File: config.mk
export PLATFORM = sky130hd
export DESIGN_NAME = xnor_serial_8bit
export DESIGN_NICKNAME = d
export VERILOG_FILES = /design/src/rtl/xnor_serial_8bit.sv
export SDC_FILE = /design/constraint.sdc
export NUM_CORES = 1
export LEC_CHECK = 0
export ABC_AREA = 1
export ABC_CLOCK_PERIOD_IN_PS = 1440
export BUFFER_PORTS_ARGS = -buffer_cell sky130_fd_sc_hd__buf_2
export CAP_MARGIN = 20
export CORE_AREA = 8 8 55 57
export DETAILED_ROUTE_END_ITERATION = 6
export DIE_AREA = 0 0 63 65
export PLACE_DENSITY_LB_ADDON = 0.2
export SLEW_MARGIN = 10
export SYNTH_ARGS = -nofsm -noshare
export SYNTH_HDL_FRONTEND = slang
export SYNTH_SLANG_ARGS = --single-unit
File: constraint.sdc
create_clock -name clk -period 1.44 [get_ports clk]
set_input_delay 0.072 -clock clk [delete_from_list [all_inputs] [get_ports clk]]
set_output_delay 0.072 -clock clk [all_outputs]
set_load 0.05 [all_outputs]
File: src/rtl/xnor_serial_8bit.sv
// xnor_serial_8bit
//   Bit-serial XNOR (bitwise equality) of two operand streams. The streams
//   arrive LSB first, one bit pair per accepted beat. After WIDTH beats the
//   full mask is presented in parallel, together with an all-equal flag and
//   a one-cycle done pulse.
//
// Ports
//   clk      clock, all state changes on the rising edge
//   rst      synchronous reset, active-high
//   inStart  begin a new word (honoured only in IDLE)
//   inValid  inA/inB bit pair is valid (honoured only in ACCUM)
//   inA      serial operand A bit, LSB first
//   inB      serial operand B bit, LSB first
//   outY     registered XNOR mask of the last completed word
//   outEq    registered, 1 when every bit of outY is 1
//   outDone  one-cycle pulse, outY/outEq updated this cycle
//   outBusy  1 in ACCUM and DONE, 0 in IDLE
//
// state | meaning
// ------+-------------------------------------------------------------
// IDLE  | waiting for inStart; clears counter and mask on start
// ACCUM | accepting one bit pair per valid beat until WIDTH are in
// DONE  | single cycle, new outY/outEq visible with outDone high

module xnor_serial_8bit #(
  parameter int WIDTH = 8
) (
  input  logic             clk,
  input  logic             rst,
  input  logic             inStart,
  input  logic             inValid,
  input  logic             inA,
  input  logic             inB,
  output logic [WIDTH-1:0] outY,
  output logic             outEq,
  output logic             outDone,
  output logic             outBusy
);

  localparam int CW = $clog2(WIDTH);

  typedef enum logic [1:0] {
    IDLE  = 2'd0,
    ACCUM = 2'd1,
    DONE  = 2'd2
  } state_t;

  state_t           state;
  state_t           state_nxt;
  logic [CW-1:0]    count;
  logic [WIDTH-1:0] mask;
  logic [WIDTH-1:0] mask_nxt;
  logic             start_word;
  logic             accept;
  logic             last_beat;

  assign last_beat = (count == CW'(WIDTH - 1));

  // The finishing beat's bit is merged combinationally so outY can be
  // loaded with the complete mask on the same edge that accepts it.
  always_comb begin
    mask_nxt        = mask;
    mask_nxt[count] = ~(inA ^ inB);
  end

  always_comb begin
    state_nxt  = state;
    start_word = 1'b0;
    accept     = 1'b0;
    outBusy    = 1'b0;
    case (state)
      IDLE: begin
        if (inStart) begin
          start_word = 1'b1;
          state_nxt  = ACCUM;
        end
      end
      ACCUM: begin
        outBusy = 1'b1;
        if (inValid) begin
          accept = 1'b1;
          if (last_beat) state_nxt = DONE;
        end
      end
      DONE: begin
        outBusy   = 1'b1;
        state_nxt = IDLE;
      end
      default: state_nxt = IDLE;
    endcase
  end

  always_ff @(posedge clk) begin
    if (rst) begin
      state   <= IDLE;
      count   <= '0;
      mask    <= '0;
      outY    <= '0;
      outEq   <= 1'b0;
      outDone <= 1'b0;
    end else begin
      state   <= state_nxt;
      outDone <= 1'b0;
      if (start_word) begin
        count <= '0;
        mask  <= '0;
      end
      if (accept) begin
        mask  <= mask_nxt;
        count <= count + CW'(1);
        if (last_beat) begin
          outY    <= mask_nxt;
          outEq   <= &mask_nxt;
          outDone <= 1'b1;
        end
      end
    end
  end

endmodule

---- After elaboration in Yosys (flattened, before gate mapping) ----
Index checks and enable logic that the tools add are counted.
word-level totals
  flip-flop bits (word level) ............. 23
  input bits .............................. 6
  output and inout bits ................... 11
cells by class
  $add $sub $neg .......................... 1
  order comparisons ....................... 2
  eq/ne operators ......................... 6
  mux-type cells .......................... 17
  bitwise operators ....................... 3
  reductions and logical operators ........ 8
operator list
  operator                                                                       number
  8-bit two-way mux                                                              2
  8-bit bitwise mux                                                              1
  8-bit AND reduction                                                            1
  1-bit two-way mux                                                              7
  2-bit two-way mux                                                              3
  3-bit two-way mux                                                              2
  2-bit != test (second input constant)                                          3
  3-bit by 4-bit less-than comparator with 1-bit output (second input constant)  1
  2-bit one-hot mux with 2 select lines                                          1
  2-bit OR reduction                                                             2
  3-bit by 1-bit adder with 3-bit output (second input constant)                 1
  1-bit demux with 3-bit select                                                  1
  3-bit equality test (second input constant)                                    1
  3-bit by 1-bit >= comparator with 1-bit output (second input constant)         1
  3-bit AND reduction                                                            1
  2-bit by 1-bit equality test with 1-bit output (second input constant)         1
  2-bit equality test (second input constant)                                    1
  2-bit zero test                                                                1
  1-bit inverter                                                                 2
  2-bit AND reduction                                                            1
  2-bit nonzero test                                                             1
  1-bit logical AND                                                              1
  1-bit XOR                                                                      1

---- Depth between registers and ports, before layout ----
  depth after elaboration ................. 6
  depth in mapped cells ................... 9

---- Worst setup path after synthesis ----
No wires, ideal clock.
  kind .................................... register to register
  start point ............................. register count[1]
  end point ............................... register state[0]
  arrival time ............................ 1.171 ns
  required time ........................... 1.311 ns
  setup slack ............................. 0.140 ns
  stages on the path, launching flop included .. 8
  cells stage by stage .................... dfxtp_1 ha_1 ha_1 nand2_1 nand2_1 o21ai_0 o21ai_0 a21oi_1
on the way
  longest elaborated chain between the ends .. 3
RTL lines
  element                        line  RTL
  start: declaration             50    logic [CW-1:0] count;
  start signal: assignment       110   count <= count + CW'(1);
  3-bit equality test            57    assign last_beat = (count == CW'(WIDTH - 1));
  named net last_beat            55    logic last_beat;
  2-bit != test (no line)        n/a
  3-bit AND reduction (no line)  n/a
  end signal: assignment         102   state <= state_nxt;
  end: declaration               48    state_t state;
The timed path passes the listed nets, and every way through them passes these cells.
A chain may end at the register's enable or synchronous reset.

---- Worst setup path after layout ----
  start point ............................. register state[0]
  end point ............................... output outBusy
on the way
  longest elaborated chain between the ends .. 3
RTL lines
  element                                                                                       line  RTL
  2-bit by 1-bit equality test with 1-bit output / 2-bit equality test (equally long branches)  71    case (state)
  2-bit OR reduction (no line) *                                                                n/a
  1-bit two-way mux *                                                                           71
  end: declaration                                                                              37    output logic outBusy
Mark *: on every way between the ends. The rest lies on a longest branch, timed or not.

==> impl_metrics.ini <==
[outcome]
status = complete, no violations

[cts]
clock_path_buffers = 2
clock_latency_ns = 0.31
cts_sinks = 23
path_clk_slew_ns = 0.13
h-tree-depth = 1
cts_tree = yes
cts-buffers-inserted = 3
cts_root_buf = clkbuf_4
postCtsSetupBuffers = 0
holdBufCountCts = 0

[die]
core_mm2 = 0.00215
initial_utilization_pct = 52.6
num_rows = 17
die_w_um = 63
die_area_mm2 = 0.00410
ioPinCount = 17
chipHeight_um = 65

[sta]
setup_viol = 0
rsz0062_at_grt = no
final-hold-violation-count = 0
layout_min_cycle_time_ns = 1.37
period_share_pct = 94.9
holdWs_ns = 0.117
tns_ns = 0
setup_ws_ns = 0.0738
worstMarginPinSlew_ns = 0.379
fmax_mhz = 732
maxSlewViolCount = 0
slew_headroom_pct = 74.7
finClkSkew_ns = 0.00252

[routing]
vias = 1053
vias_per_cell = 4.94
drc = 0
dr.pass1.iters = 4
wl_per_cell_um = 10.9
ant_nets = 0
drt_wl_total_um = 2320
drt_iter0_markers = 29

[global_route]
grt_pass1_vias = 990
grt_pass1_wl_um = 4060
grt_usage_pct = 11.8
antenna_found_initial = 0
grt_max_degree = 22
grt.overflow.total = 0

[pwr]
total_leakage_power_nw = 0.600
power.density_mw_per_mm2 = 1190
seq_power_share_pct = 44.9
p_int_w = 0.000945
power_w = 0.00156
swShare_pct = 39.5
net-switching-power_w = 0.000616
clockPowerShare_pct = 19.9
combinationalPowerShare_pct = 35.2
ir_drop_mv = 1.31

[cells_and_area]
filler_cell_count = 215
area_delta_synth_final_pct = 16.2
final_common_cell = nand2_1
drive_gt1_share_pct = 24.3
final_cell_mix = nand2_1, a21oi_1, dfxtp_1
insertedDiodeCount = 0
nets = 198

[place]
dp_slack_ns = -0.0290
io_buffers = 16
dpl.hpwl_um = 1740
gp_congestion = 0.797

[synthesis]
synth.distinct_cells = 19
ys_seq_area_share_pct = 40.7
syn_inst = 166
synth_area_per_cell_um2 = 6.81
synth_area_mm2 = 0.00113
synth_nets = 178
yosys_warnings = 0
synth-seq-cells = 23

[critical_path]
crit_arrival_ns = 1.29
cp.required_ns = 1.37
path_class = reg2out
endpoint_kind = output port
max_stage_delay_ns = 0.39
slowest_stage = dfxtp_1
cp_max_fo = 3
crit_chain = inv_1 > ha_1 > clkbuf_4
start_kind = register

[flow_run]
drv_cap = 0

[min_path]
min_path_type = in2reg
-- state kept, by name, summed over array words and instances (netlist names) --
name and flops:
outY 8, outEq 1, outDone 1, count 3, mask 8, state 2
-- through the flow --
step / cell area (um^2) / util, % / std cells
floorplan: 1130 / - / 166
global placement: 1250 / 58.4 / 209
detailed placement: 1250 / 58.4 / 209
CTS: 1280 / 59.8 / 213
global route: 1310 / 61.2 / 213
finish: 1310 / 61.2 / 213
-- cell families (layout without fill, tap and decap cells) --
logic type	count (synthesis)	in the layout	share of synthesized area, %
flops	23	23	40.7
compound gates	30	30	13.8
buf+inv	22	41	7.52
fa+ha+maj	6	6	6.64
simple gates	85	85	31.3
-- layer usage --
layer	GRT usage [%]	vias to the layer above	part of all wire, %
met4	5.13	0	0.82
met5	0	-	0
li1	-	561	-
met2	19.6	12	47
met1	14.1	478	49
met3	2.92	2	3.4
-- worst max-delay path: cells and delay by family, from the launching register on --
family,cells,cell delay [ns]
adder cells (fa/ha/maj),1,0.29
buffers and inverters,2,0.30
flip-flops,1,0.39
-- worst paths after layout --
kind | end | from | depth (start not counted) | slack, ns
min reg2reg | outY[3]$_SDFFE_PP0P_ | outY[3]$_SDFFE_PP0P_ | 2 | 0.47
max | outBusy | state[0]$_SDFFE_PP0P_ | 3 | 0.07
min | count[0]$_SDFFE_PP0P_ | inStart | 4 | 0.12
max reg2reg | state[0]$_SDFFE_PP0P_ | count[0]$_SDFFE_PP0P_ | 7 | 0.15
-- power by group through the flow --
| stage | Clock (W) | Sequential [W] | Combinational (W) |
|---|---|---|---|
| after floorplan | 0 | 0.000709 | 0.000395 |
| after detailed placement | 0 | 0.000712 | 0.000502 |
| final | 0.000311 | 0.000701 | 0.000549 |
| after global placement | 0 | 0.000710 | 0.000485 |
| after global routing | 0.000340 | 0.000703 | 0.000607 |
| after CTS | 0.000319 | 0.000698 | 0.000509 |
-- synth_stat cells, drive strengths merged --
master / number / share of area, %
buf: 2 / 0.88
nand3: 7 / 3.1
o21ai: 8 / 3.5
nand2: 68 / 24
o21a: 1 / 0.66
ha: 6 / 6.6
clkinv: 1 / 0.33
inv: 16 / 5.3
clkbuf: 3 / 1.0
nor2: 9 / 3.4
dfxtp: 23 / 41
nor3: 1 / 0.44
a21oi: 21 / 9.6
-- layout make-up --
class | count | area (um^2) | area share [%]
multi-input combinational | 121 | 601 | 45.7
sequential | 23 | 464 | 35.3
timing repair buffer | 20 | 120 | 9.14
inverter | 17 | 66.3 | 5.05
tap | 28 | 35.0 | 2.67
clock buffer | 3 | 22.5 | 1.71
clock inverter | 1 | 5.00 | 0.381
-- what timing repair did --
action / CTS / global route
pin swaps: 0 / 0
resized for setup: 1 / 14
endpoints found under the setup margin: 1 / 13
No activity file was read; power rests on OpenSTA's default activity.
